File: config.mk
export PLATFORM = sky130hd
export DESIGN_NAME = zjh_cnt_seq
export DESIGN_NICKNAME = d
export VERILOG_FILES = /design/src/rtl/zjh_cnt_pkg.sv /design/src/rtl/zjh_cnt4_slice.sv /design/src/rtl/zjh_cnt_seq.sv
export SDC_FILE = /design/constraint.sdc
export NUM_CORES = 1
export LEC_CHECK = 0
export BUFFER_PORTS_ARGS = -buffer_cell sky130_fd_sc_hd__buf_2
export CAP_MARGIN = 20
export CORE_ASPECT_RATIO = 1.5
export CORE_MARGIN = 8
export CORE_UTILIZATION = 51
export DETAILED_ROUTE_END_ITERATION = 7
export GPL_TIMING_DRIVEN = 0
export PLACE_DENSITY = 0.77
export SYNTH_ARGS = -nofsm -noshare
export SYNTH_HDL_FRONTEND = slang
export SYNTH_SLANG_ARGS = --single-unit
File: constraint.sdc
create_clock -name Clk -period 3 [get_ports Clk]
set_input_delay 0.75 -clock Clk [delete_from_list [all_inputs] [get_ports Clk]]
set_output_delay 0.75 -clock Clk [all_outputs]
set_load 0.05 [all_outputs]
File: src/rtl/zjh_cnt_pkg.sv
// Shared types and constants for the zjh_cnt_seq modulo-N counter sequencer.
package zjh_cnt_pkg;

  typedef enum logic [1:0] {
    ST_IDLE = 2'd0,
    ST_RUN  = 2'd1,
    ST_DONE = 2'd2
  } state_t;

  localparam logic MODE_ONESHOT  = 1'b0;
  localparam logic MODE_PERIODIC = 1'b1;

  // Shortest run that has a distinct start and terminal count.
  localparam int MIN_MODULUS = 2;

endpackage

File: src/rtl/zjh_cnt4_slice.sv
// Behavioural 74HC161 equivalent: 4-bit synchronous counter with
// synchronous active-high reset, synchronous active-low parallel load.
module zjh_cnt4_slice (
  input  logic       Clk,
  input  logic       MR,
  input  logic       Cep,
  input  logic       Cet,
  input  logic       PE,
  input  logic [3:0] D,
  output logic [3:0] Q,
  output logic       TC
);

  always_ff @(posedge Clk) begin
    if (MR) begin
      Q <= 4'd0;
    end else if (!PE) begin
      Q <= D;
    end else if (Cep && Cet) begin
      Q <= Q + 4'd1;
    end
  end

  // Carry out ignores Cep, as on the real part, so the chain ripples on Cet.
  assign TC = Cet && (Q == 4'hF);

endmodule

File: src/rtl/zjh_cnt_seq.sv
// Start/stop/done sequencer for a cascade of 4-bit counter slices forming a
// programmable modulo-N timer. Optional Pause input under ZJH_CNT_SEQ_PAUSE_EN.
module zjh_cnt_seq
  import zjh_cnt_pkg::*;
#(
  parameter int WIDTH = 8
) (
  input  logic             Clk,
  input  logic             MR,
  input  logic             Start,
  input  logic             Stop,
  input  logic             Mode,
  input  logic [WIDTH-1:0] Modulus,
`ifdef ZJH_CNT_SEQ_PAUSE_EN
  input  logic             Pause,
`endif
  output logic             Busy,
  output logic             Done,
  output logic             Tick,
  output logic             Err,
  output logic [WIDTH-1:0] Count
);

  localparam int NSLICE = WIDTH / 4;
  localparam logic [WIDTH-1:0] ONE     = {{(WIDTH-1){1'b0}}, 1'b1};
  localparam logic [WIDTH-1:0] MIN_MOD = WIDTH'(MIN_MODULUS);

  state_t             state;
  logic [WIDTH-1:0]   mod_reg;
  logic               mode_reg;
  logic               err_r;

  logic               pause;
  logic               terminal;
  logic               wrap;
  logic               pe;
  logic               cep;
  logic [NSLICE-1:0]  cet;
  logic [NSLICE-1:0]  tc;
  logic               unused_tc;

`ifdef ZJH_CNT_SEQ_PAUSE_EN
  assign pause = Pause;
`else
  assign pause = 1'b0;
`endif

  // Terminal decode replaces the old AND-gate + inverter feeding PE.
  assign terminal = (state == ST_RUN) && (Count == mod_reg - ONE);
  assign wrap     = terminal && !pause;

  // Any non-RUN state, an abort, or the terminal edge loads zero.
  assign pe  = (state == ST_RUN) && !Stop && !wrap;
  assign cep = !pause;

  assign Busy = (state == ST_RUN);
  assign Done = (state == ST_DONE);
  assign Tick = wrap;
  assign Err  = err_r;

  // The top slice's carry has no consumer: Count never reaches all-ones.
  assign unused_tc = tc[NSLICE-1];

  for (genvar k = 0; k < NSLICE; k++) begin : g_slice
    if (k == 0) begin : g_first
      assign cet[k] = 1'b1;
    end else begin : g_rest
      assign cet[k] = tc[k-1];
    end

    zjh_cnt4_slice u_slice (
      .Clk (Clk),
      .MR  (MR),
      .Cep (cep),
      .Cet (cet[k]),
      .PE  (pe),
      .D   (4'd0),
      .Q   (Count[4*k +: 4]),
      .TC  (tc[k])
    );
  end

  always_ff @(posedge Clk) begin
    if (MR) begin
      state    <= ST_IDLE;
      mod_reg  <= '0;
      mode_reg <= MODE_ONESHOT;
      err_r    <= 1'b0;
    end else begin
      err_r <= 1'b0;
      case (state)
        ST_IDLE: begin
          if (Start) begin
            if (Modulus < MIN_MOD) begin
              err_r <= 1'b1;
            end else begin
              mod_reg  <= Modulus;
              mode_reg <= Mode;
              state    <= ST_RUN;
            end
          end
        end
        ST_RUN: begin
          if (Stop) begin
            state <= ST_IDLE;
          end else if (wrap && (mode_reg != MODE_PERIODIC)) begin
            state <= ST_DONE;
          end
        end
        ST_DONE: begin
          state <= ST_IDLE;
        end
        default: begin
          state <= ST_IDLE;
        end
      endcase
    end
  end

endmodule

-- Word level (Yosys, flattened, before mapping)
Index checks and enable logic that the tools add are counted.
Widths: inputs -> output; s select.
- bits of input ports: 13
- logic and storage cells: 39
- register bits after elaboration: 20
- reduce and logical (&&, ||, !) cells: 11
- bitwise logic cells: 5
- add/subtract/negate cells: 3
- equality and inequality tests: 7
- order comparisons: 1
- mux-type cells: 6
- operators by type and width (cell ; number):
    $add 4x1->4 const B ; 2
    $eq 8x8->1 ; 1
    $lt 8x2->1 const B ; 1
    $mux 2 ; 4
    $sub 8x1->8 const B ; 1
    $reduce_and 3->1 ; 2
    $not 1->1 ; 5
    $eq 4x4->1 const B ; 1
    $logic_and 1x1->1 ; 4
    $ne 2x2->1 const B ; 2
    $pmux 2 s2 ; 1
    $ne 3x2->1 const B ; 1
    $reduce_or 3->1 ; 1
    $eq 2x1->1 const B ; 1
    $eq 2x2->1 const B ; 1
    $logic_not 1->1 ; 2
    $logic_not 2->1 ; 1
    $reduce_or 2->1 ; 1
    $mux 1 ; 1

-- Longest topological paths before layout
Gate-level depths: netlist of the first run.
- word-level depth: 7
- depth in mapped cells: 8

-- Hierarchy
A second synthesis of the first run with hierarchy kept.
- cells, all modules: 140
- area, all modules: 1181.1 um^2
- by module, submodules not included (module ; cells an instance ; sequential area each (um^2) ; instances ; area an instance (um^2)):
    zjh_cnt_seq ; 92 ; 240.2 ; 1 ; 765.7
    zjh_cnt4_slice ; 24 ; 80.1 ; 2 ; 207.7

-- Least setup slack after synthesis of the first run
OpenSTA, ideal clock, no wires.
- path kind: register -> output
- from: register g_slice[0].u_slice.Q[2]
- to: output port Tick
- cell stages (with the launch flop): 7
- path buffers: 2
- arrival time: 1.735 ns
- setup slack: 0.515 ns
- cells stage by stage: dfxtp_1 clkbuf_1 nand3_1 a22oi_1 a22oi_1 nor4_2 buf_4
- cells in the longest elaborated chain, start to end: 2
- ends and longest elaborated chain (item ; RTL line ; RTL):
    start, declared ; zjh_cnt4_slice.sv:10 ; output logic [3:0] Q,
    start signal, assigned ; zjh_cnt4_slice.sv:20 ; Q <= Q + 4'd1;
    $eq 8x8->1 ; zjh_cnt_seq.sv:49 ; assign terminal = (state == ST_RUN) && (Count == mod_reg - ONE);
    $logic_and 1x1->1 ; zjh_cnt_seq.sv:49 ;
    end, declared ; zjh_cnt_seq.sv:19 ; output logic Tick,
No other way between the ends.

-- Worst setup path after layout of the first run
- from: register mod_reg[1]
- to: output port Tick
- cells in the longest elaborated chain, start to end: 3
- ends and longest elaborated chain (item ; RTL line ; RTL):
    start, declared ; zjh_cnt_seq.sv:29 ; logic [WIDTH-1:0] mod_reg;
    start signal, assigned ; zjh_cnt_seq.sv:97 ; mod_reg <= Modulus;
    $sub 8x1->8 ; zjh_cnt_seq.sv:49 ;
    $eq 8x8->1 ; zjh_cnt_seq.sv:49 ;
    $logic_and 1x1->1 ; zjh_cnt_seq.sv:49 ;
No other way between the ends.

==> parameters.txt, run 1 <==
Parameter                              Value

Timing
  Final cycle utilization of the critical path ... 99.4%
  Maximum achievable frequency ... 335 MHz
  Relative slew slack ... 68.5%
  Setup ws final ... 17.4 ps
  Endpoints failing hold ... 0
  Final hold slack ... 469 ps
  Pins over their slew limit ... 0
  Clock skew ... 10.2 ps
  # setup viols final ... 0
  Worst Tran Pin Value ... 472 ps
  Final period demand of the worst path ... 2980 ps

Synthesis
  Cell accounting for the most synthesized area ... sky130_fd_sc_hd__dfxtp_1
  Count of warnings emitted by yosys ... 0
  Part of the Yosys area used for sequential elements ... 39.4%
  Post-synthesis register bit count ... 20
  Number of library cell types mapped by synthesis ... 30
  Prevailing post-synth register cell ... sky130_fd_sc_hd__dfxtp_1
  Top cells by instance count after synthesis ... 20 x sky130_fd_sc_hd__dfxtp_1, 14 x sky130_fd_sc_hd__nor2_1, 12 x sky130_fd_sc_hd__nor3_1
  Largest cells by area after synthesis ... sky130_fd_sc_hd__dfxtp_1 39%, sky130_fd_sc_hd__mux2i_1 8.9%, sky130_fd_sc_hd__xnor2_1 8.6%, sky130_fd_sc_hd__nor3_1 5.9%, sky130_fd_sc_hd__nor2_1 5.2%
  Number of instances in the synthesized netlist ... 111
  Area share of the largest cell type after synthesis ... 39.4%
  Most instantiated library cell after synthesis ... sky130_fd_sc_hd__dfxtp_1
  Average cell area after synthesis ... 9.15 sq um
  Async S/R FF share, synth ... 0%
  Number of nets produced by synthesis ... 127
  Number of flops mapped to enable cells by yosys ... 0
  Combined area of all synthesized cells ... 1020 sq um

Clocking
  Number of clock buffers inserted by TritonCTS ... 3
  Post-CTS clock slew at the launch and capture registers of the worst setup and hold paths ... 120 ps
  Clock tree from TritonCTS ... done
  Worst-skew pair later-pin latency ... 320 ps
  Num Clock Sinks ... 20
  H-Tree Level Count ... 1
  Largest buffer count on any clock path ... 2
  Cell at the root of the clock tree ... sky130_fd_sc_hd__clkbuf_4
  Number of buffers added to fix hold violations after cts ... 0

Layout
  Layout filler cell count ... 151
  Non-Filler Cell Area, Final ... 1320 sq um
  Count of inserted antenna diode cells ... 0
  Synthesis-to-layout area growth ... 30.0%
  Multi-input logic area ... 608 sq um
  Fraction of the core area covered by cells at the end of the flow ... 67.7%
  Sequential cell area ... 408 sq um
  Share of post-route cells with drive strength above 1 ... 34.0%
  Number of nets at the end of the flow ... 164

Die
  Total die area ... 3710 sq um
  Die boundary width ... 52.4 microns
  Starting density of the core ... 52.1%
  Core region area ... 1950 sq um
  Vertical die dimension ... 70.7 microns
  Top Ports ... 25
  # rows ... 20

Route
  Detailed router's first-iteration violation count ... 47
  Post-detailed-route DRC marker count ... 0
  Number of vias per cell ... 5.59
  Number of iterations in the first detailed-routing pass ... 4
  Via count ... 944
  DRT antenna net count ... 0
  Wirelength per Cell ... 15.3 microns
  Detailed Route WL ... 2580 microns

GRT
  Number of global-route vias before repair ... 882
  Global-route wire length before repair ... 3950 microns
  Remaining global-route overflow ... 0
  Largest net degree at the start of global routing ... 13
  Total routing resource utilization after global routing ... 13.5%
  Initial antenna violation count ... 0

Placement
  DP Worst Slack ... 91.2 ps
  Total placed instance area ... 1160 sq um
  Number of port buffers ... 24
  Placer's final routability congestion estimate ... 0.778
  Final HPWL from detailed placement ... 1760 microns

Worst hold path
  Path class of the lowest-slack min-delay path ... register to register

Run status
  Run status ... complete, no violations

Power
  Highest ir drop seen on vdd ... 332 uV
  Power density cells ... 467 nW/um^2
  Tot Pwr ... 0.000617 W
  P_leak ... 0.586 nW

Worst setup path
  Arrival time of data at the critical path endpoint ... 2230 ps
  Critical path required time ... 2250 ps
  Critical Path Start Type ... register
  Crit path capture type ... primary output
  Worst Path Class, Setup ... register to primary output
  Critical-path maximum fanout ... 4

Run
  # Max-Cap Violations ... 0
==> cells in the final DEF, fill, tap and decap left out, drive strengths merged <==
cell and n:
nor2b 1, nor2 14, and3 1, inv 3, o211ai 1, buf 35, xor2 6, or3 1
a211oi 1, or3b 1, o21ba 1, nand2b 3, a22oi 2, nor3 13, xnor2 10, nand3 5
a21oi 3, dfxtp 20, nor4 3, nor3b 2, nand2 2, mux2i 9, ha 3, nand4 1
clkbuf 5, bufinv 1
==> path summary, 6_finish.rpt <==
kind	from	endpoint	slack, ps	depth (start not counted)
worst min-delay path	mode_reg$_SDFFE_PP0P_	state[1]$_SDFFE_PP0P_	470	1
worst max-delay path	mod_reg[1]$_SDFFE_PP0P_	Tick	20	8
worst max register to register	mod_reg[1]$_SDFFE_PP0P_	state[1]$_SDFFE_PP0P_	630	13
worst min register to register	mode_reg$_SDFFE_PP0P_	state[1]$_SDFFE_PP0P_	470	1
==> per-stage QoR <==
| stage | cells | setup TNS, ps |
|---|---|---|
| after floorplan | 111 | 0 |
| after global placement | 157 | 0 |
| after detailed placement | 157 | 0 |
| after CTS | 167 | 0 |
| after global routing | 169 | -49.4 |
| final | 169 | 0 |
==> final cells by class <==
class / instances / area share [%]
buffer: 5 / 1.80
tap: 22 / 2.08
inverter: 3 / 0.852
clock buffer: 3 / 1.70
multi-input combinational: 83 / 46.0
sequential: 20 / 30.9
clock inverter: 1 / 2.27
timing repair buffer: 32 / 14.4
==> worst max-delay path, cell delays in order (launching register included) <==
cell and delay, ps:
sky130_fd_sc_hd__dfxtp_4 380, sky130_fd_sc_hd__inv_2 70, sky130_fd_sc_hd__ha_4 160, sky130_fd_sc_hd__or3b_4 400
sky130_fd_sc_hd__nor3_4 130, sky130_fd_sc_hd__xnor2_1 100, sky130_fd_sc_hd__nor4_2 330, sky130_fd_sc_hd__buf_4 200
sky130_fd_sc_hd__buf_8 140
==> report_power, final <==
group	internal (W)	switching [W]
Clock	0.000135	0.0000928
Sequential	0.000274	0.0000127
Combinational	0.0000487	0.0000528
Total	0.000458	0.000158
==> metal layers <==
metal | part of all wire (%) | global-route usage (%)
met2 | 55 | 23.7
met5 | 0 | 0
met1 | 36 | 13.9
met4 | 2.5 | 6.65
met3 | 6.3 | 3.56
==> kinds of logic (layout without fill, tap and decap cells) <==
kind of cell	Yosys count	count (layout)	share of synthesized area, %
AO/OA/AOI/OAI	8	8	5.91
AND/OR/NAND/NOR	47	47	24.9
XOR/XNOR	16	16	13.8
buffers and inverters	8	44	3.45
flip-flops	20	20	39.4
multiplexers	9	9	8.87
adder cells (fa/ha/maj)	3	3	3.69
==> timing repair <==
action | CTS | global route
gates resized for setup | 3 | 11
buffers inserted | 6 | 2
setup endpoints to repair | 1 | 1
pin swaps | 1 | 2
Power figures use the tool's default switching activity.
==> run 2, diff against run 1 <==
--- a/config.mk
+++ b/config.mk
@@ -13,6 +13,7 @@
 export DETAILED_ROUTE_END_ITERATION = 7
 export GPL_TIMING_DRIVEN = 0
 export PLACE_DENSITY = 0.77
+export RECOVER_POWER = 25
 export SYNTH_ARGS = -nofsm -noshare
 export SYNTH_HDL_FRONTEND = slang
 export SYNTH_SLANG_ARGS = --single-unit
==> parameters.txt, run 2 (same netlist as run 1, synthesis figures left out) <==
Parameter                              Value

Route
  Post-detailed-route DRC marker count ... 0 (unchanged)
  Via count ... 926 (-1.9%)
  DRT antenna net count ... 0 (unchanged)
  Detailed Route WL ... 2580 microns (about the same)
  Detailed router's first-iteration violation count ... 52 (+11%)
  Wirelength per Cell ... 15.3 microns (about the same)
  Number of iterations in the first detailed-routing pass ... 4 (unchanged)
  Number of vias per cell ... 5.48 (-1.9%)

Worst setup path
  Crit path capture type ... primary output
  Critical Path Start Type ... register
  Setup slack of the most critical reg-to-reg path ... 630 ps (about the same)
  Critical-path maximum fanout ... 4 (unchanged)
  Endpoint of the worst-slack reg-to-reg timing path ... state[1]$_SDFFE_PP0P_
  Slowest CP cell ... sky130_fd_sc_hd__or3b_4
  Arrival time of data at the critical path endpoint ... 2230 ps (about the same)
  Critical path required time ... 2250 ps (about the same)
  Count of cells along the worst register-to-register path ... 13 (unchanged)
  Cell breakdown of the critical path ... inv_2 > ha_4 > or3b_4 > nor3_4 > xnor2_1 > nor4_2 > buf_4 > buf_8
  RR Startpoint ... mod_reg[1]$_SDFFE_PP0P_
  Worst Path Class, Setup ... register to primary output
  Biggest cell delay along the critical path ... 400 ps (about the same)

Timing
  Final cycle utilization of the critical path ... 99.3% (-0.13 points)
  Worst Tran Pin Value ... 630 ps (+158 ps)
  Relative slew slack ... 58.0% (-11 points)
  Final period demand of the worst path ... 2980 ps (-4.02 ps)
  Clock skew ... 10.2 ps (-0.0742 ps)
  Pins over their slew limit ... 0 (unchanged)
  Maximum achievable frequency ... 336 MHz (+0.13%)
  # setup viols final ... 0 (unchanged)
  Endpoints failing hold ... 0 (unchanged)

Clocking
  Largest buffer count on any clock path ... 2 (unchanged)
  Cell at the root of the clock tree ... sky130_fd_sc_hd__clkbuf_4
  H-Tree Level Count ... 1 (unchanged)
  Worst-skew pair later-pin latency ... 320 ps (about the same)
  Number of clock buffers inserted by TritonCTS ... 3 (unchanged)
  Clock tree from TritonCTS ... done
  Post-CTS clock slew at the launch and capture registers of the worst setup and hold paths ... 120 ps (about the same)
  Number of buffers added to fix hold violations after cts ... 0 (unchanged)
  Num Clock Sinks ... 20 (unchanged)

Die
  Die boundary width ... 52.4 microns (unchanged)
  # rows ... 20 (unchanged)
  Starting density of the core ... 52.1% (unchanged)
  Core region area ... 1950 sq um (unchanged)
  Vertical die dimension ... 70.7 microns (unchanged)
  Total die area ... 3710 sq um (unchanged)
  Top Ports ... 25 (unchanged)

Power
  Power density cells ... 468 nW/um^2 (+0.16%)
  P_leak ... 0.580 nW (-1.0%)
  Tot Pwr ... 0.000617 W (about the same)
  Highest ir drop seen on vdd ... 332 uV (about the same)

Worst hold path
  Critical hold path startpoint ... mode_reg$_SDFFE_PP0P_
  End point of the worst hold path ... state[1]$_SDFFE_PP0P_
  Hold Path Cell Cnt ... 1 (unchanged)
  Path class of the lowest-slack min-delay path ... register to register

Layout
  Count of inserted antenna diode cells ... 0 (unchanged)
  Number of nets at the end of the flow ... 164 (unchanged)
  Share of post-route cells with drive strength above 1 ... 32.7% (-1.4 points)
  Synthesis-to-layout area growth ... 29.8%
  Number of standard cells in the layout, taps in and fillers out ... 169 (unchanged)
  Most common cell after layout, fill and taps aside ... sky130_fd_sc_hd__buf_2
  Most used cells in the layout excluding fill and tap cells ... 22 x sky130_fd_sc_hd__buf_2, 18 x sky130_fd_sc_hd__dfxtp_1, 14 x sky130_fd_sc_hd__nor2_1

Placement
  Number of port buffers ... 24 (unchanged)
  Placer's final routability congestion estimate ... 0.778 (unchanged)
  Final HPWL from detailed placement ... 1760 microns (unchanged)
  Number of instances in the placed design ... 157 (unchanged)

GRT
  Fraction of met2 tracks used by global routing ... 23.7% (unchanged)
  Met1 Track Usage GR ... 13.9% (unchanged)
  Largest net degree at the start of global routing ... 13 (unchanged)
  Remaining global-route overflow ... 0 (unchanged)
  Global-route wire length before repair ... 3950 microns (unchanged)
  Initial antenna violation count ... 0 (unchanged)
  Total routing resource utilization after global routing ... 13.5% (unchanged)
  GR Util met3 ... 3.56% (unchanged)
  Number of global-route vias before repair ... 882 (unchanged)
  Top Usage Layer GRT ... met2

Run
  # Max-Cap Violations ... 0 (unchanged)

Run status
  Run status ... complete, no violations
run 2: how the worst max path moves through the flow:
stage	endpoint	slack (ps)	start	cells past startpoint
floorplan	Tick	520	g_slice[0].u_slice.Q[2]$_SDFF_PP0_	6
global placement	Tick	170	mod_reg[0]$_SDFFE_PP0P_	8
detailed placement	Tick	90	mod_reg[0]$_SDFFE_PP0P_	8
CTS	Tick	5	mod_reg[0]$_SDFFE_PP0P_	8
global route	Tick	-50	mod_reg[0]$_SDFFE_PP0P_	8
finish	Tick	20	mod_reg[1]$_SDFFE_PP0P_	8
run 2: cell type report:
type / instances / area [sq um]
timing repair buffer: 32 / 189
sequential: 20 / 408
inverter: 3 / 11.3
buffer: 5 / 22.5
clock inverter: 1 / 30.0
fill: 153 / 633
multi-input combinational: 83 / 608
tap: 22 / 27.5
clock buffer: 3 / 22.5
run 2: timing repair:
item,CTS,global route
gates resized for setup,3,11
buffers inserted,6,2
pin swaps,1,2
endpoints found under the setup margin,1,1
run 2: metrics by stage:
stage / hold slack, ps / setup WS, ps / area, sq um / util [%] / TNS, ps
5_1_grt: 482 / -49.4 / 1320 / 67.6 / -49.4
3_3_place_gp: 449 / 170 / 1160 / 59.6 / 0
3_5_place_dp: 449 / 91.2 / 1160 / 59.6 / 0
6_report: 469 / 21.4 / 1320 / 67.6 / 0
4_1_cts: 469 / 4.66 / 1270 / 65.1 / 0
2_1_floorplan: 434 / 515 / 1020 / - / 0
run 2: where the power goes:
part	switching [W]	internal, W	total, W
registers	0.0000126	0.000274	0.000287
clock network	0.0000929	0.000135	0.000228
logic	0.0000530	0.0000483	0.000101
total	0.000158	0.000458	0.000617
run 2: per-layer routing:
metal  part of all wire, %  vias up
met5                     0        -
met4                   2.1        0
met3                   6.0        7
met2                    55       36
met1                    37      426
li1                      -      457
run 2: critical path: cells and delay by family (launching register included):
family | cells | cell delay [ps]
buffers and inverters | 3 | 400
xor gates and xnor gates | 1 | 100
DFF | 1 | 380
adders and majority gates | 1 | 160
and+or+nand+nor | 3 | 860
